<file path="src/rtl/pokecoin_ctrl.sv">
// Coin game logic: spawns a coin from an LFSR, scores overlaps with the player,
// and hides/respawns it. All visible updates happen on frame_tick only.
module pokecoin_ctrl #(
  parameter int          X_MIN           = 48,
  parameter int          Y_MIN           = 160,
  parameter int          LIFETIME_FRAMES = 300,
  parameter int          RESPAWN_FRAMES  = 60,
  parameter logic [15:0] LFSR_SEED       = 16'hACE1
) (
  input  logic       clk,
  input  logic       rst,
  input  logic       frame_tick,
  input  logic       start,
  input  logic [9:0] player_x,
  input  logic [9:0] player_y,
  output logic [9:0] pos_x,
  output logic [9:0] pos_y,
  output logic       coin_en,
  output logic [7:0] score,
  output logic       collect_pulse
);

  typedef enum logic [1:0] {
    IDLE,
    WAIT_SPAWN,
    ACTIVE,
    COOLDOWN
  } state_t;

  localparam logic [8:0] LIFE_LAST = 9'(LIFETIME_FRAMES - 1);
  localparam logic [8:0] RESP_LAST = 9'(RESPAWN_FRAMES - 1);

  state_t      state_q, state_d;
  logic [15:0] lfsr_q;
  logic        lfsr_fb;
  logic [8:0]  cnt_q, cnt_d;
  logic [9:0]  pos_x_q, pos_x_d;
  logic [9:0]  pos_y_q, pos_y_d;
  logic        en_q, en_d;
  logic [7:0]  score_q, score_d;
  logic        pulse_q, pulse_d;

  logic [9:0]         spawn_x, spawn_y;
  logic signed [10:0] dx, dy;
  logic               hit;
  logic [7:0]         score_inc;

  assign lfsr_fb = lfsr_q[15] ^ lfsr_q[13] ^ lfsr_q[12] ^ lfsr_q[10];

  assign spawn_x = 10'(X_MIN) + {1'b0, lfsr_q[8:0]};
  assign spawn_y = 10'(Y_MIN) + {2'b00, lfsr_q[15:10], 2'b00};

  // Zero-extend before subtracting so the difference never wraps.
  assign dx  = $signed({1'b0, player_x}) - $signed({1'b0, pos_x_q});
  assign dy  = $signed({1'b0, player_y}) - $signed({1'b0, pos_y_q});
  assign hit = (dx > -11'sd32) && (dx < 11'sd32) &&
               (dy > -11'sd32) && (dy < 11'sd32);

  assign score_inc = (score_q == 8'hFF) ? score_q : score_q + 8'd1;

  always_comb begin
    state_d = state_q;
    cnt_d   = cnt_q;
    pos_x_d = pos_x_q;
    pos_y_d = pos_y_q;
    en_d    = en_q;
    score_d = score_q;
    pulse_d = 1'b0;
    unique case (state_q)
      IDLE: begin
        if (start) state_d = WAIT_SPAWN;
      end
      WAIT_SPAWN: begin
        if (frame_tick) begin
          pos_x_d = spawn_x;
          pos_y_d = spawn_y;
          en_d    = 1'b1;
          cnt_d   = '0;
          state_d = ACTIVE;
        end
      end
      ACTIVE: begin
        if (frame_tick) begin
          if (hit) begin
            score_d = score_inc;
            pulse_d = 1'b1;
            en_d    = 1'b0;
            cnt_d   = '0;
            state_d = COOLDOWN;
          end else if (cnt_q == LIFE_LAST) begin
            en_d    = 1'b0;
            cnt_d   = '0;
            state_d = COOLDOWN;
          end else begin
            cnt_d = cnt_q + 9'd1;
          end
        end
      end
      COOLDOWN: begin
        if (frame_tick) begin
          if (cnt_q == RESP_LAST) begin
            pos_x_d = spawn_x;
            pos_y_d = spawn_y;
            en_d    = 1'b1;
            cnt_d   = '0;
            state_d = ACTIVE;
          end else begin
            cnt_d = cnt_q + 9'd1;
          end
        end
      end
      default: state_d = IDLE;
    endcase
  end

  always_ff @(posedge clk) begin
    if (rst) begin
      state_q <= IDLE;
      lfsr_q  <= LFSR_SEED;
      cnt_q   <= '0;
      pos_x_q <= '0;
      pos_y_q <= '0;
      en_q    <= 1'b0;
      score_q <= '0;
      pulse_q <= 1'b0;
    end else begin
      state_q <= state_d;
      lfsr_q  <= {lfsr_q[14:0], lfsr_fb};
      cnt_q   <= cnt_d;
      pos_x_q <= pos_x_d;
      pos_y_q <= pos_y_d;
      en_q    <= en_d;
      score_q <= score_d;
      pulse_q <= pulse_d;
    end
  end

  assign pos_x         = pos_x_q;
  assign pos_y         = pos_y_q;
  assign coin_en       = en_q;
  assign score         = score_q;
  assign collect_pulse = pulse_q;

endmodule

</file>
<file path="config.mk">
export PLATFORM = sky130hd
export DESIGN_NAME = pokecoin_ctrl
export DESIGN_NICKNAME = d
export VERILOG_FILES = /design/src/rtl/pokecoin_ctrl.sv
export SDC_FILE = /design/constraint.sdc
export NUM_CORES = 1
export LEC_CHECK = 0
export BUFFER_PORTS_ARGS = -buffer_cell sky130_fd_sc_hd__buf_2
export CORE_ASPECT_RATIO = 0.7
export CORE_MARGIN = 3
export CORE_UTILIZATION = 55
export DETAILED_ROUTE_END_ITERATION = 8
export PLACE_DENSITY = 0.78
export SYNTH_ARGS = -nofsm -noshare
export SYNTH_HDL_FRONTEND = slang
export SYNTH_SLANG_ARGS = --single-unit
</file>
<file path="constraint.sdc">
create_clock -name clk -period 4.6 [get_ports clk]
set_input_delay 1.15 -clock clk [delete_from_list [all_inputs] [get_ports clk]]
set_output_delay 1.15 -clock clk [all_outputs]
set_load 0.1 [all_outputs]
</file>
After elaboration in Yosys (flattened, before gate mapping)
Cells that the tools add are included. W data, S select, Z words.

Eq/ne operators: 12. Add/sub/neg operators: 6. Bitwise operators: 6. $lt $le $gt $ge: 4. Reduce and logical (&&, ||, !) cells: 12. Multiplexer cells: 31.

Operators by type and width (number): $mux W10 (6); $mux W9 (6); $pmux W10 S2 (2); $pmux W9 S3 (1); $gt A11 B6 Y1 const B (2); $lt A11 B7 Y1 const B (2); $sub A10 B10 Y11 (2); $mux W2 (7); $reduce_and A4 Y1 (3); $reduce_and A6 Y1 (2); $add A6 B9 Y10 const A (1); $ne A2 B2 Y1 const B (5); $add A8 B8 Y9 const A (1); $add A9 B1 Y9 const B (1); $eq A9 B6 Y1 const B (1); $eq A9 B9 Y1 const B (1); $add A8 B1 Y8 const B (1); $eq A8 B8 Y1 const B (1); $pmux W2 S4 (1); $mux W1 (7); $eq A2 B2 Y1 const B (2); $logic_and A1 B1 Y1 (3); $ne A3 B3 Y1 const B (1); $not A1 Y1 (3); other kinds (7) (9).

Word-level logic and storage cells: 79. Output and inout bits: 30. Bits of input ports: 24. Bits in registers: 57.

Depth between registers and ports, before layout
Depth after elaboration: 8. Depth in mapped cells: 14.

Least setup slack after synthesis
OpenSTA, ideal clock, no wires.

Kind: input -> register. Start point: input port player_x[0]. End point: register score_q[4] (netlist: score[4]). Setup time: 59 ps. Cell stages on the path: 14. Slack: 668 ps. Arrival time: 3873 ps. Data required time: 4541 ps. Path through: inv_1 > ha_1 > inv_1 > fa_1 > a211oi_2 > o21ai_2 > a31oi_4 > mux2i_1 > or4_4 > o22ai_2 > nand3_2 > buf_6 > or4_1 > nand2_1.

Longest elaborated chain between the ends: 6.

RTL lines: start, declared (RTL line 14) `input logic [9:0] player_x,`; $sub A10 B10 Y11 * (RTL line 54) `assign dx = $signed({1'b0, player_x}) - $signed({1'b0, pos_x_q});`; $gt A11 B6 Y1 or $lt A11 B7 Y1 (tied branches) (RTL line 56) `assign hit = (dx > -11'sd32) && (dx < 11'sd32) &&`; $logic_and A1 B1 Y1 * (2 in a row) (RTL line 56); $logic_and A1 B1 Y1 * (RTL line 57) `(dy > -11'sd32) && (dy < 11'sd32);`; $reduce_and A4 Y1 (no source line) *; end signal, assigned (RTL line 133) `score_q <= score_d;`; end, declared (RTL line 40) `logic [7:0] score_q, score_d;`.

Mark *: on every way between the ends. The rest lies on a longest branch, timed or not. A chain may end at the register's enable or synchronous reset.

Final worst setup path
Start point: input port player_x[0]. End point: register score_q[5] (netlist: score[5]).

Same word-level chain as after synthesis.

==> impl_summary.log <==
[metrics] Lkg Pwr: 1.47 nW
[metrics] average footprint of a synthesized cell: 8.04 um^2
[metrics] Layout area overhead: 12.1%
[metrics] CP peak stage delay: 0.53 ns
[metrics] hold_ws: 0.447 ns
[metrics] IR Drop Worst-Case VDD: 0.000218 V
[metrics] routability congestion estimate from global placement: 0.828
[metrics] endpoint type of the worst setup path: register
[metrics] Worst path top cell family by delay: simple AND/OR/NAND/NOR gates
[metrics] Post-Syn Area: 0.00317 mm^2
[metrics] aggregate global-route resource usage: 0.206
[metrics] Crit path arrival time: 4.29 ns
[metrics] Post-Route WL: 6890 um
[metrics] clock-pin slew on the worst setup and hold paths: 0.10 ns
[metrics] Seq/Total Area, Yosys: 0.341
[metrics] Final Instance Count excl. Fillers: 515
[metrics] post-synthesis sequential element count: 54
[metrics] initial standard-cell utilization of the core: 0.587
[metrics] insertion delay to the later sink of the worst-skew pair: 0.31 ns
[metrics] PnR Total Power: 1.06 mW
[metrics] gate count after technology mapping: 394
[metrics] worst-case clock skew: 0.00850 ns
[metrics] total inserted antenna cells: 0
[metrics] Commonest cells post-synth: dfxtp_1, nand2_1, nor2_1
[metrics] register share of total power: 0.477
[metrics] achievable clock frequency: 247 MHz
[metrics] switching part of the total: 0.347
[metrics] Relative slew margins: 0.465
[metrics] buffer and inverter count on the worst path: 3
[metrics] count of cell types in the netlist: 48
[metrics] Layout fillers: 496
[metrics] via count of the first global-routing pass: 2563
[metrics] sequential cell area in the final layout: 0.00108 mm^2
[metrics] Final Hold Fails: 0
[metrics] input/output buffers: 50
[metrics] # clock sinks: 54
[metrics] antenna violation net count after detailed routing: 0
[metrics] post-detailed-route via-to-cell ratio: 5.50
[metrics] yosys synthesis warning count: 0
[metrics] cell-by-cell trace of the critical path: buf_2, inv_1, ha_1, inv_1, fa_1, a211oi_2, o21ai_2, a31oi_4, mux2i_1, or4_4, o22ai_2, nand3_2, or4_1, a21oi_1
[metrics] final-layout setup total negative slack: 0 ns
[metrics] die area: 0.00672 mm^2
[metrics] Inserted Clock Buffers: 5
[metrics] cell type with the largest total area after synthesis: dfxtp_1
[metrics] post-layout min period: 4.05 ns
[metrics] net switching component of the power: 0.366 mW
[metrics] Slowest cell on crit path: or4_1
[metrics] Clock power frac: 0.249
[metrics] TritonCTS clock tree: done
[metrics] antenna violations before repair: 0
[metrics] crit path kind: input port to register
[metrics] cell seen most often among critical-path stages: inv_1
[metrics] maximum fanout along the worst path: 12
[metrics] violation count after the first detailed-routing iteration: 117
[metrics] length of the first detailed-routing pass in iterations: 4
[metrics] maximum root-to-sink buffer count: 2
[metrics] Net count, final: 489
[metrics] post-CTS setup buffer count: 0
[metrics] Placed Instances: 507
[metrics] Cell Int Power: 0.689 mW
[metrics] count of final setup violators: 0
[metrics] total I/O pin count: 54
[metrics] number of H-tree levels: 2
[metrics] per-cell routed wire length: 13.4 um
[metrics] DIE HEIGHT: 69.5 um
[metrics] pin count of the biggest net entering global routing: 51
[metrics] placed wire-length estimate after detailed placement: 5340 um
[metrics] die boundary width: 96.7 um
[metrics] Power Density: 298 mW/mm^2
[metrics] worst-margin pin slew: 0.802 ns
[metrics] area of combinational cells with multiple inputs: 0.00194 mm^2
[metrics] max-capacitance violation count: 0
[metrics] number of enable flip-flop cells after synthesis: 0
[metrics] global-route wire length before repair: 11800 um
[metrics] Setup crit start kind: input port
[metrics] count of vias placed by the detailed router: 2834
[metrics] most frequently used cell type in the post-synthesis netlist: dfxtp_1
[metrics] fraction of registers with async set/reset: 0
[metrics] remaining routing DRC violations: 0
[metrics] status: completed
[metrics] portion of synthesized cell area occupied by the leading cell type: 0.341
[metrics] critical path required time: 4.83 ns
[metrics] clk root buf: clkbuf_8
[metrics] Logic pwr share: 0.273
[metrics] Top FF cell, synth: dfxtp_1
[metrics] number of rows created at floorplan: 22
[metrics] share of cells above drive strength 1: 0.172
[metrics] placeable core region: 0.00540 mm^2
[metrics] global-route congestion overflow total: 0
[metrics] final period utilization: 0.881
[metrics] class of the tightest hold or removal check: register to register
[metrics] DP Worst Slack: 0.233 ns
[metrics] leading post-synthesis cells by cell area: dfxtp_1, ha_1, nand2_1
[metrics] number of gates resized after cts: 0
[metrics] final-report max-slew violation count: 0
[metrics] unrepaired setup endpoints after global routing: false
[metrics] cts-stage hold buffer count: 0
[metrics] setup ws final: 0.546 ns
-- registers in the layout, summed over array words and instances (netlist names) --
register       cells
score              8
pos_y              7
pos_x             10
state_q            2
cnt_q              9
lfsr_q            16
coin_en            1
collect_pulse      1
-- metrics by stage --
step,area (um^2),utilization
final,3550,0.658
after global routing,3550,0.658
after CTS,3550,0.658
after detailed placement,3460,0.641
after global placement,3460,0.641
after floorplan,3170,-
-- cell type report --
type | instances | share of cell area
clock buffers | 5 | 0.0194
inverters | 25 | 0.0264
repair buffers | 51 | 0.0726
clock inverters | 3 | 0.00599
multi-input cells | 305 | 0.545
flip-flops and latches | 54 | 0.305
well taps | 72 | 0.0254
-- path summary, 6_finish.rpt --
path	startpoint	end	slack [ns]	depth (start not counted)
worst max-delay path	player_x[0]	score[5]	0.55	14
worst min-delay path	lfsr_q[2]	pos_x[2]	0.45	2
worst max register to register	pos_x[0]	score[5]	1.14	12
worst min register to register	lfsr_q[2]	pos_x[2]	0.45	2
-- power by group through the flow --
stage / Sequential [mW] / Combinational, mW / Clock, mW
detailed placement: 0.515 / 0.286 / 0
finish: 0.504 / 0.289 / 0.263
CTS: 0.504 / 0.288 / 0.267
global route: 0.507 / 0.315 / 0.287
floorplan: 0.572 / 0.173 / 0
global placement: 0.514 / 0.280 / 0
-- kinds of logic (layout without fill, tap and decap cells) --
group | Yosys count | in the layout | synth area share
AO/OA/AOI/OAI | 87 | 87 | 0.180
buffers and inverters | 37 | 84 | 0.0498
adder cells (fa/ha/maj) | 23 | 23 | 0.0956
AND/OR/NAND/NOR | 169 | 169 | 0.267
multiplexers | 4 | 4 | 0.0126
other | 1 | 3 | 0.00118
XOR/XNOR | 19 | 19 | 0.0525
flip-flops | 54 | 54 | 0.341
-- routing by layer --
metal | routed length (um) | up-vias | track usage
met2 | 3120 | 74 | 0.326
met5 | 0 | - | 0
li1 | - | 1463 | -
met3 | 371 | 6 | 0.0513
met4 | 47 | 0 | 0.0343
met1 | 3350 | 1291 | 0.290
-- layout by cell type, fill, tap and decap left out, types with 9 or more instances in the layout --
master,instances
o21ai_0,18
or2_2,10
nor2b_1,13
xnor2_1,10
nand2_1,46
nand2b_1,9
nand3_1,13
a211oi_1,12
a21oi_1,27
buf_2,50
dfxtp_1,54
ha_1,21
xor2_1,9
inv_1,25
nor2_1,40
-- worst min-delay path: cells and delay by family (launching register included) --
kind	cells	cell delay, ns
flip-flops	1	0.31
AND/OR/NAND/NOR	1	0.05
AO/OA/AOI/OAI	1	0.05
No activity file was read; power rests on OpenSTA's default activity.
